### config.mk
export PLATFORM = sky130hd
export DESIGN_NAME = mmu_config_sequencer
export DESIGN_NICKNAME = d
export VERILOG_FILES = /design/src/rtl/mmu_config_pkg.sv /design/src/rtl/mmu_outstanding_counter.sv /design/src/rtl/mmu_config_sequencer.sv
export SDC_FILE = /design/constraint.sdc
export NUM_CORES = 1
export LEC_CHECK = 0
export ABC_AREA = 1
export BUFFER_PORTS_ARGS = -buffer_cell sky130_fd_sc_hd__buf_2
export CAP_MARGIN = 25
export CORE_MARGIN = 2
export CORE_UTILIZATION = 51
export DETAILED_ROUTE_END_ITERATION = 10
export PLACE_DENSITY = 0.87
export RECOVER_POWER = 50
export SETUP_SLACK_MARGIN = 0.4
export SLEW_MARGIN = 20
export SYNTH_ARGS = -nofsm -noshare
export SYNTH_HDL_FRONTEND = slang
export SYNTH_SLANG_ARGS = --single-unit
### constraint.sdc
create_clock -name clk_i -period 7.6 [get_ports clk_i]
set_clock_uncertainty 0.1 [all_clocks]
set_input_delay 1.14 -clock clk_i [delete_from_list [all_inputs] [get_ports clk_i]]
set_output_delay 1.14 -clock clk_i [all_outputs]
set_load 0.01 [all_outputs]
### src/rtl/mmu_config_pkg.sv
// Shared definitions for the MMU config sequencer: register word indices,
// sequencer states and STATUS bit positions.
package mmu_config_pkg;

  // Word index taken from cfg address bits [3:2]
  localparam logic [1:0] REG_IDX_SRAM_SEQSEC = 2'd0;
  localparam logic [1:0] REG_IDX_SCM_SEQSEC  = 2'd1;
  localparam logic [1:0] REG_IDX_STATUS      = 2'd2;
  localparam logic [1:0] REG_IDX_RSVD        = 2'd3;

  localparam int unsigned STATUS_BUSY_BIT    = 0;
  localparam int unsigned STATUS_PENDING_BIT = 1;

  typedef enum logic [1:0] {
    IDLE  = 2'd0,
    DRAIN = 2'd1,
    APPLY = 2'd2
  } seq_state_e;

endpackage

### src/rtl/mmu_outstanding_counter.sv
// Tracks in-flight TCDM transactions: adds granted requests, subtracts
// returned responses each cycle, saturating at 0 and at the port capacity.
module mmu_outstanding_counter #(
  parameter int NB_PORTS        = 16,
  parameter int MAX_OUTSTANDING = 2,
  parameter int CNT_W           = $clog2(NB_PORTS*MAX_OUTSTANDING+1)
) (
  input  logic                clk_i,
  input  logic                rst_ni,
  input  logic [NB_PORTS-1:0] req_gnt_i,
  input  logic [NB_PORTS-1:0] r_valid_i,
  output logic [CNT_W-1:0]    cnt_o
);

  localparam int MAX_CNT = NB_PORTS * MAX_OUTSTANDING;

  int n_gnt;
  int n_rsp;
  int cnt_sum;

  always_comb begin
    n_gnt = 0;
    n_rsp = 0;
    for (int unsigned i = 0; i < NB_PORTS; i++) begin
      n_gnt += int'(req_gnt_i[i]);
      n_rsp += int'(r_valid_i[i]);
    end
    cnt_sum = int'(cnt_o) + n_gnt - n_rsp;
  end

  always_ff @(posedge clk_i or negedge rst_ni) begin
    if (!rst_ni) begin
      cnt_o <= '0;
    end else if (cnt_sum < 0) begin
      cnt_o <= '0;
    end else if (cnt_sum > MAX_CNT) begin
      cnt_o <= CNT_W'(MAX_CNT);
    end else begin
      cnt_o <= CNT_W'(cnt_sum);
    end
  end

  a_cnt_no_underflow: assert property (@(posedge clk_i) disable iff (!rst_ni) cnt_sum >= 0);
  a_cnt_no_overflow:  assert property (@(posedge clk_i) disable iff (!rst_ni) cnt_sum <= MAX_CNT);

endmodule

### src/rtl/mmu_config_sequencer.sv
// Config-bus front end for the MMU sequential-section sizes: a new size is
// held in a shadow register and applied only once TCDM traffic has drained.
module mmu_config_sequencer
  import mmu_config_pkg::*;
#(
  parameter int NB_PORTS        = 16,
  parameter int MAX_OUTSTANDING = 2,
  parameter int ID_WIDTH        = 5
) (
  input  logic                clk_i,
  input  logic                rst_ni,
  input  logic                cfg_req_i,
  input  logic [31:0]         cfg_add_i,
  input  logic                cfg_wen_i,
  input  logic [31:0]         cfg_wdata_i,
  input  logic [3:0]          cfg_be_i,
  input  logic [ID_WIDTH-1:0] cfg_id_i,
  output logic                cfg_gnt_o,
  output logic                cfg_r_valid_o,
  output logic [31:0]         cfg_r_rdata_o,
  output logic                cfg_r_opc_o,
  output logic [ID_WIDTH-1:0] cfg_r_id_o,
  input  logic [NB_PORTS-1:0] tcdm_req_gnt_i,
  input  logic [NB_PORTS-1:0] tcdm_r_valid_i,
  output logic                tcdm_block_o,
  output logic [3:0]          mmu_sram_seqsec_size_o,
  output logic [3:0]          mmu_scm_seqsec_size_o
);

  localparam int CNT_W = $clog2(NB_PORTS*MAX_OUTSTANDING+1);

  seq_state_e       state;
  logic [3:0]       shadow_sram;
  logic [3:0]       shadow_scm;
  logic [3:0]       applied_sram;
  logic [3:0]       applied_scm;
  logic [CNT_W-1:0] out_cnt;
  logic [1:0]       reg_idx;
  logic             busy;
  logic             pending;
  logic             wr_accept;
  logic             load_sram;
  logic             load_scm;
  logic [31:0]      resp_rdata;
  logic             resp_opc;
  logic             unused_cfg;

  mmu_outstanding_counter #(
    .NB_PORTS        (NB_PORTS),
    .MAX_OUTSTANDING (MAX_OUTSTANDING),
    .CNT_W           (CNT_W)
  ) i_outstanding_counter (
    .clk_i     (clk_i),
    .rst_ni    (rst_ni),
    .req_gnt_i (tcdm_req_gnt_i),
    .r_valid_i (tcdm_r_valid_i),
    .cnt_o     (out_cnt)
  );

  assign unused_cfg = ^{cfg_add_i[31:4], cfg_add_i[1:0], cfg_wdata_i[31:4], cfg_be_i[3:1]};

  assign reg_idx = cfg_add_i[3:2];
  assign busy    = (state != IDLE);
  assign pending = (shadow_sram != applied_sram) || (shadow_scm != applied_scm);

  // Reads are always served; writes only when no update is in progress
  assign cfg_gnt_o = rst_ni & cfg_req_i & (cfg_wen_i | (state == IDLE));
  assign wr_accept = cfg_gnt_o & ~cfg_wen_i;
  assign load_sram = wr_accept && cfg_be_i[0] && (reg_idx == REG_IDX_SRAM_SEQSEC)
                     && (cfg_wdata_i[3:0] != applied_sram);
  assign load_scm  = wr_accept && cfg_be_i[0] && (reg_idx == REG_IDX_SCM_SEQSEC)
                     && (cfg_wdata_i[3:0] != applied_scm);

  assign mmu_sram_seqsec_size_o = applied_sram;
  assign mmu_scm_seqsec_size_o  = applied_scm;

  always_comb begin
    resp_rdata = '0;
    resp_opc   = 1'b0;
    case (reg_idx)
      REG_IDX_SRAM_SEQSEC: if (cfg_wen_i) resp_rdata = {28'd0, applied_sram};
      REG_IDX_SCM_SEQSEC:  if (cfg_wen_i) resp_rdata = {28'd0, applied_scm};
      REG_IDX_STATUS: begin
        if (cfg_wen_i) begin
          resp_rdata[STATUS_BUSY_BIT]    = busy;
          resp_rdata[STATUS_PENDING_BIT] = pending;
        end else begin
          resp_opc = 1'b1;
        end
      end
      default: resp_opc = 1'b1;
    endcase
  end

  always_ff @(posedge clk_i or negedge rst_ni) begin
    if (!rst_ni) begin
      state         <= IDLE;
      shadow_sram   <= '0;
      shadow_scm    <= '0;
      applied_sram  <= '0;
      applied_scm   <= '0;
      tcdm_block_o  <= 1'b0;
      cfg_r_valid_o <= 1'b0;
      cfg_r_rdata_o <= '0;
      cfg_r_opc_o   <= 1'b0;
      cfg_r_id_o    <= '0;
    end else begin
      cfg_r_valid_o <= cfg_gnt_o;
      cfg_r_rdata_o <= cfg_gnt_o ? resp_rdata : '0;
      cfg_r_opc_o   <= cfg_gnt_o & resp_opc;
      if (cfg_gnt_o) cfg_r_id_o <= cfg_id_i;

      // tcdm_block_o is set alongside the state so it decodes DRAIN/APPLY
      case (state)
        IDLE: begin
          if (load_sram || load_scm) begin
            state        <= DRAIN;
            tcdm_block_o <= 1'b1;
            if (load_sram) shadow_sram <= cfg_wdata_i[3:0];
            if (load_scm)  shadow_scm  <= cfg_wdata_i[3:0];
          end
        end
        DRAIN: begin
          if ((out_cnt == '0) && (tcdm_req_gnt_i == '0)) state <= APPLY;
        end
        APPLY: begin
          applied_sram <= shadow_sram;
          applied_scm  <= shadow_scm;
          state        <= IDLE;
          tcdm_block_o <= 1'b0;
        end
        default: begin
          state        <= IDLE;
          tcdm_block_o <= 1'b0;
        end
      endcase
    end
  end

endmodule
==> results of run 1 <==
-- sequential cells by signal, indices dropped and copies added (netlist names) --
| name | flops |
|---|---|
| cfg_r_id_o | 5 |
| mmu_sram_seqsec_size_o | 4 |
| tcdm_block_o | 1 |
| cfg_r_valid_o | 1 |
| i_outstanding_counter.cnt_o | 6 |
| cfg_r_opc_o | 1 |
| state | 2 |
| shadow_scm | 4 |
| cfg_r_rdata_o | 4 |
| mmu_scm_seqsec_size_o | 4 |
| shadow_sram | 4 |
-- stage by stage --
stage,total power (W),setup WS [ns]
finish,0.001493,1.346
detailed placement,0.001328,1.072
CTS,0.001489,1.358
global placement,0.001256,1.144
floorplan,0.001083,1.527
global route,0.001645,1.091
-- cells in the final DEF, fill, tap and decap left out, types with 2 or more instances in the layout --
master,synthesis,routed
clkbuf_8,0,5
buf_2,0,66
or2_2,2,2
nor4_1,2,2
dfrtp_1,36,36
fa_1,28,28
o21ai_1,10,10
inv_1,104,105
mux2_2,2,2
nand3_1,10,10
nor2_1,22,22
ha_1,25,25
nand2_2,3,3
nand2_1,76,76
o21ai_0,7,7
conb_1,1,28
clkbuf_1,1,3
a21oi_1,5,5
nand4_1,10,10
xnor2_1,11,11
nor3_1,2,2
-- path summary, 6_finish.rpt --
check / to / slack, ns / depth (start not counted)
max: i_outstanding_counter.cnt_o[5]$_DFF_PN0_ / 1.35 / 24
min: cfg_r_id_o[1]$_DFFE_PN0P_ / 0.37 / 2
max reg2reg: i_outstanding_counter.cnt_o[5]$_DFF_PN0_ / 2.50 / 20
min reg2reg: cfg_r_id_o[1]$_DFFE_PN0P_ / 0.37 / 2
max in group asynchronous: state[0]$_DFFE_PN0P_ / 5.05 / 1
min in group asynchronous: mmu_sram_seqsec_size_o[1]$_DFFE_PN0N_ / 1.26 / 1
-- routing by layer --
layer / share of wire / GRT usage / wire length (um)
met1: 0.42 / 0.2414 / 2666
met2: 0.50 / 0.3328 / 3188
met3: 0.058 / 0.02187 / 373
met4: 0.024 / 0.08048 / 150
met5: 0 / 0 / 0
-- final cells by class --
type	count	area [um2]
fill	526	2351
multi-input combinational	250	1802
sequential	36	900.9
inverter	106	397.9
timing repair buffer	68	337.8
tap	75	93.84
clock buffer	6	72.57
clock inverter	2	35.03
-- power by group through the flow --
stage | sequential [W] | clock (W) | combinational [W]
5_1_grt | 0.000235 | 0.000173 | 0.00124
3_3_place_gp | 0.000235 | 0 | 0.00102
3_5_place_dp | 0.000235 | 0 | 0.00109
2_1_floorplan | 0.000234 | 0 | 0.000849
4_1_cts | 0.000232 | 0.000164 | 0.00109
6_report | 0.000232 | 0.000162 | 0.00110
-- tightest hold or removal path: cells and delay by family, from the launching register on --
kind | cells | cell delay, ns
AND/OR/NAND/NOR | 2 | 0.10
flip-flops | 1 | 0.34
-- kinds of logic after synthesis --
group / Yosys count / share of synthesized area
AO/OA/AOI/OAI: 26 / 0.04556
XOR/XNOR: 11 / 0.02998
adder cells (fa/ha/maj): 53 / 0.2718
buffers and inverters: 135 / 0.1904
flip-flops: 36 / 0.2804
multiplexers: 2 / 0.007009
other: 1 / 0.001167
AND/OR/NAND/NOR: 130 / 0.1737
==> key figures, run 1 <==
Run status
  – Status: finished, violations left
  – Failing checks: max-capacitance violations, max-slew violations

Logic synthesis
  – Area leader, netlist: dfrtp_1
  – Netlist Area Pre-Place: 0.003213 mm2
  – Leading post-synthesis cells by cell area: dfrtp_1 (28%), fa_1 (17%), inv_1 (12%)
  – Top-count cell post-synth: inv_1
  – Unique cell type count in the Yosys netlist: 28
  – Number of synthesized flops with an enable pin: 0
  – Flops & latches, synth: 36
  – Synth warnings: 0
  – Post-synth top area share: 0.2804
  – Synthesized instance count: slightly below 400
  – Top cells by count, synth: inv_1 (104), nand2_1 (76), dfrtp_1 (36)
  – Synthesized area per cell: ~8 um2
  – Sequential area share after synthesis: 0.2804
  – Post-synth top flop: dfrtp_1
  – Post-synth ARST share: 1.000

Critical path
  – Worst Setup SP: tcdm_r_valid_i[0]
  – Reg-to-Reg Start: i_outstanding_counter.cnt_o[1]$_DFF_PN0_
  – Critical path, cell by cell: buf_2 -> ha_1 -> inv_1 -> fa_1 -> fa_1 -> inv_1 -> fa_1 -> inv_1 -> fa_1 -> fa_1 -> inv_1 -> fa_1 -> inv_1 -> ha_1 -> inv_1 -> fa_1 -> inv_1 -> nand4_1 -> nand3_1 -> ha_1 -> nor2_1 -> nand4_1 -> nor2_1 -> nor2_1
  – Worst setup EP type: flip-flop
  – Buffer and inverter count on the worst path: 8
  – Critical path type: in -> reg
  – Max stage delay on crit path: about 0.54 ns
  – Largest delay share family, worst path: adder cells
  – Slowest-stage cell, CP: fa_1
  – Worst Path Required: between 7 and 8 ns
  – Setup crit start kind: input port
  – WP data arrival: 6.34 ns
  – Max Fanout on Critical Path: 3

Die
  – Die width: 83.38 um
  – Die ar.: 0.006951 mm2
  – Initial Util: 0.5363
  – CORE AREA: 0.005991 mm2
  – I/O Pins: approximately 160
  – Site row count: 28
  – Die height: 83.38 um

Pwr
  – Power Dens Cells: 410.1 mW/mm2
  – Peak VDD IR: between 0.0003 and 0.0004 V
  – Clock power share: 0.109
  – Gate power share: 0.736
  – Leakage: just over 2 nW
  – Sw Pwr: ~0.00074 W
  – Register share of total power: 0.156
  – Sw Ratio: 0.4935
  – Internal: 0.0007559 W

STA
  – Final worst-path cycle share: 0.8229
  – Worst-Margin Slew: 1.881 ns
  – Fmax: 159.9 MHz
  – Final Hold Vio Count: 0
  – Tmin final: about 6.3 ns
  – RSZ-0062 raised after global routing: no
  – Final hold slack: 0.3724 ns
  – Relative slew slack: -0.2540
  – Pins Over Slew Limit: 38
  – Final setup fails: 0
  – TNS Setup: 0 ns

Place
  – Port bufs: 68
  – Routability cong.: around 0.84
  – DP Area: 0.003535 mm2
  – Dpl hpwl: between 5000 and 6000 um
  – Post-Place Cells: 535

Global route
  – Grt total ovfl: 0
  – Global Route Usage Sum: 0.1914
  – Initial antenna violation count: 0
  – First-pass GRT wire length: 10830 um
  – Number of global-route vias before repair: about 2600
  – Largest net degree at the start of global routing: 38

Clocking
  – Worst-skew pair later-pin latency: 0.28 ns
  – Worst-path clk slew: 0.07 ns
  – CTS Root Cell: clkbuf_8
  – Num Clock Sinks: 36
  – Post-CTS sizing: 0
  – Number of post-CTS setup repair buffers: 0
  – Hold Buf Count CTS: 0
  – Bufs on Longest Clock Path: 2
  – CTS tree: yes
  – H-Tree Depth: 2
  – CTS Buf Count: 5

Detailed routing
  – DRT iter0 DRCs: 102
  – Drt pass-1 iters: 4
  – Drt via density: between 4 and 5
  – Final WL: 6378 um
  – Routed vias: 2570
  – Residual DRC: 0
  – Post-DR wirelength/cell: 11.75 um
  – Routed Antenna Nets: 0

Layout
  – Final cell count without fillers: 543
  – Fraction of layout cells with a size suffix above 1: 0.1774
  – Design Area, Final: 0.003640 mm2
  – Area Growth Syn to Fin: 13.28%
  – Diode count: 0
  – Final net count: 629
  – Utilization after layout: 0.6076

Worst hold path
  – Hold Path Origin: cfg_r_id_o[1]$_DFFE_PN0P_
  – Worst Hold Class: reg -> reg

Flow run
  – Max_cap viols: 1
Note: power is estimated with default switching activity, not from simulation.
==> run 2, diff against run 1 <==
Settings changed: CORE_UTILIZATION 51 to 43, PLACE_DENSITY 0.87 to 0.78.
Clock period 7.6 ns to 5.1 ns, I/O delays scaled along.
==> key figures, run 2 (synthesized netlist as in run 1, its figures left out) <==
Run status
  – Status: finished, violations left
  – Failing checks: max-capacitance violations, max-slew violations, negative setup slack

Layout
  – Top flop regs: i_outstanding_counter.cnt_o: 6 flops, cfg_r_id_o: 5 flops
  – Most frequent cells in the layout: inv_1 (98), nand2_1 (76), buf_2 (65)
  – Most common cell after layout, fill and taps aside: inv_1
  – Fillers: around 660
  – Area Growth Syn to Fin: 18.89%
  – Fraction of layout cells with a size suffix above 1: 0.2333
  – Final cell count without fillers: roughly 580
  – Max reg flops: 6
  – Final net count: 642
  – Diode count: 0
  – Top reg by flops: i_outstanding_counter.cnt_o

Global route
  – Initial antenna violation count: 0
  – Grt total ovfl: 0
  – First-pass GRT wire length: 11050 um
  – Number of global-route vias before repair: 2560
  – Routing usage on met1: 0.2184
  – Met2 Use GR: 0.2870
  – Largest net degree at the start of global routing: 38
  – GR peak layer: met2
  – Global Route Usage Sum: 0.1657
  – Global routing usage on met3: 0.02254

Pwr
  – Sw Pwr: 0.001200 W
  – Peak VDD IR: 0.0005053 V
  – Internal: 0.001493 W
  – Register share of total power: 0.129
  – Power Dens Cells: 705.0 mW/mm2
  – Gate power share: 0.790
  – Clock power share: 0.081
  – Sw Ratio: 0.4458
  – Leakage: 2.139 nW

Worst hold path
  – Worst Hold Class: reg -> reg
  – Hold Path Sink: cfg_r_id_o[2]$_DFFE_PN0P_
  – Hold Path Origin: cfg_r_id_o[2]$_DFFE_PN0P_
  – Worst hold stages: 2

STA
  – Worst-Margin Slew: 1.859 ns
  – Relative slew slack: -0.2396
  – Pins Over Slew Limit: 38
  – Final Hold Vio Count: 0
  – Final worst-path cycle share: 1.069
  – Final hold slack: a little under 0.4 ns
  – Final setup fails: 6
  – RSZ-0062 raised after global routing: yes
  – Post-layout worst setup margin: -0.3506 ns
  – Tmin final: between 5 and 6 ns
  – Fmax: 183.5 MHz

Clocking
  – CTS tree: yes
  – Hold Buf Count CTS: 0
  – Worst-path clk slew: 0.06 ns
  – Bufs on Longest Clock Path: 2
  – Num Clock Sinks: 36
  – Worst-skew pair later-pin latency: 0.29 ns
  – CTS Root Cell: clkbuf_8
  – CTS Buf Count: 5
  – H-Tree Depth: 2

Detailed routing
  – Drt via density: roughly 4.5
  – Routed vias: 2607
  – Drt pass-1 iters: 4
  – Residual DRC: 0
  – Post-DR wirelength/cell: 11.03 um
  – Final WL: 6388 um
  – DRT iter0 DRCs: 119
  – Routed Antenna Nets: 0

Critical path
  – Worst setup EP type: flip-flop
  – WP data arrival: 5.57 ns
  – Reg-to-Reg Start: i_outstanding_counter.cnt_o[1]$_DFF_PN0_
  – Slowest-stage cell, CP: fa_1
  – Reg2Reg Setup Slack: roughly 0.28 ns
  – Critical path, cell by cell: buf_6 -> ha_4 -> inv_2 -> fa_1 -> fa_1 -> inv_1 -> fa_1 -> inv_2 -> fa_2 -> fa_1 -> inv_2 -> fa_1 -> inv_1 -> ha_2 -> inv_2 -> fa_2 -> nand2_1 -> or2_0 -> o21ai_1 -> nand3_2 -> nor2_1
  – CP dominant cell by count: fa_1
  – Worst-case reg-to-reg path depth: 17
  – Max Fanout on Critical Path: 5
  – Worst R2R End: i_outstanding_counter.cnt_o[2]$_DFF_PN0_
  – Critical path type: in -> reg
  – Max stage delay on crit path: 0.52 ns
  – Setup crit start kind: input port
  – Worst Path Required: 5.22 ns

Place
  – Dpl ws: -0.8030 ns
  – Routability cong.: 0.8600
  – Post-Place Cells: roughly 570
  – Dpl hpwl: 5440 um
  – Port bufs: 68

Die
  – Site row count: 31
  – I/O Pins: ~160
  – Die ar.: 0.008179 mm2
  – CORE AREA: ~0.0073 mm2
  – Die height: around 90 um
  – Die width: ~90 um
  – Initial Util: 0.4430

Flow run
  – Max_cap viols: 1
==> run 2: repair_timing <==
action	4_1_cts	5_1_grt
pin swaps	12	4
endpoints found under the setup margin	6	6
buffers inserted	1	0
resized for setup	3	3
==> run 2: metrics by stage <==
stage | power [W] | utilization | setup TNS (ns) | area [um2]
CTS | 0.002685 | 0.5265 | -2.436 | 3819
global route | 0.003027 | 0.5267 | -3.458 | 3820
floorplan | 0.001751 | - | -2.046 | 3362
finish | 0.002693 | 0.5267 | -2.044 | 3820
detailed placement | 0.002388 | 0.5104 | -4.638 | 3702
global placement | 0.002305 | 0.5104 | -4.091 | 3702
==> run 2: worst max-delay path by stage <==
| stage | startpoint | end | depth (start not counted) | slack [ns] |
|---|---|---|---|---|
| after floorplan | tcdm_r_valid_i[1] | i_outstanding_counter.cnt_o[5]$_DFF_PN0_ | 23 | -0.38 |
| after global placement | tcdm_r_valid_i[1] | i_outstanding_counter.cnt_o[5]$_DFF_PN0_ | 24 | -0.73 |
| after detailed placement | tcdm_r_valid_i[0] | i_outstanding_counter.cnt_o[5]$_DFF_PN0_ | 24 | -0.80 |
| after CTS | tcdm_r_valid_i[1] | i_outstanding_counter.cnt_o[4]$_DFF_PN0_ | 21 | -0.42 |
| after global routing | tcdm_r_valid_i[1] | i_outstanding_counter.cnt_o[2]$_DFF_PN0_ | 23 | -0.59 |
| final | tcdm_r_valid_i[1] | i_outstanding_counter.cnt_o[2]$_DFF_PN0_ | 21 | -0.35 |
==> run 2: final cells by class <==
class	count	area [um2]	area share
clock buffers	7	96.34	0.02522
flip-flops and latches	36	900.9	0.2358
multi-input cells	250	1852	0.4848
repair buffers	81	449.2	0.1176
inverters	106	397.9	0.1042
well taps	99	123.9	0.03243
==> run 2: layer usage <==
metal	wire, um	share of wire
met2	3058	0.48
met3	354	0.055
met1	2904	0.45
met5	0	0
met4	70	0.011
==> run 2: worst max-delay path, delay by kind of cell <==
kind | cells | cell delay [ns]
AOI/OAI and AO/OA | 1 | 0.16
adders and majority gates | 9 | 3.75
buffers and inverters | 7 | 0.37
and+or+nand+nor | 4 | 0.52
==> run 2: power by group through the flow <==
stage	clock [W]	combinational (W)	sequential [W]
finish	0.000218	0.00213	0.000347
global route	0.000234	0.00244	0.000350
CTS	0.000222	0.00212	0.000346
detailed placement	0	0.00204	0.000350
global placement	0	0.00196	0.000349
floorplan	0	0.00140	0.000349
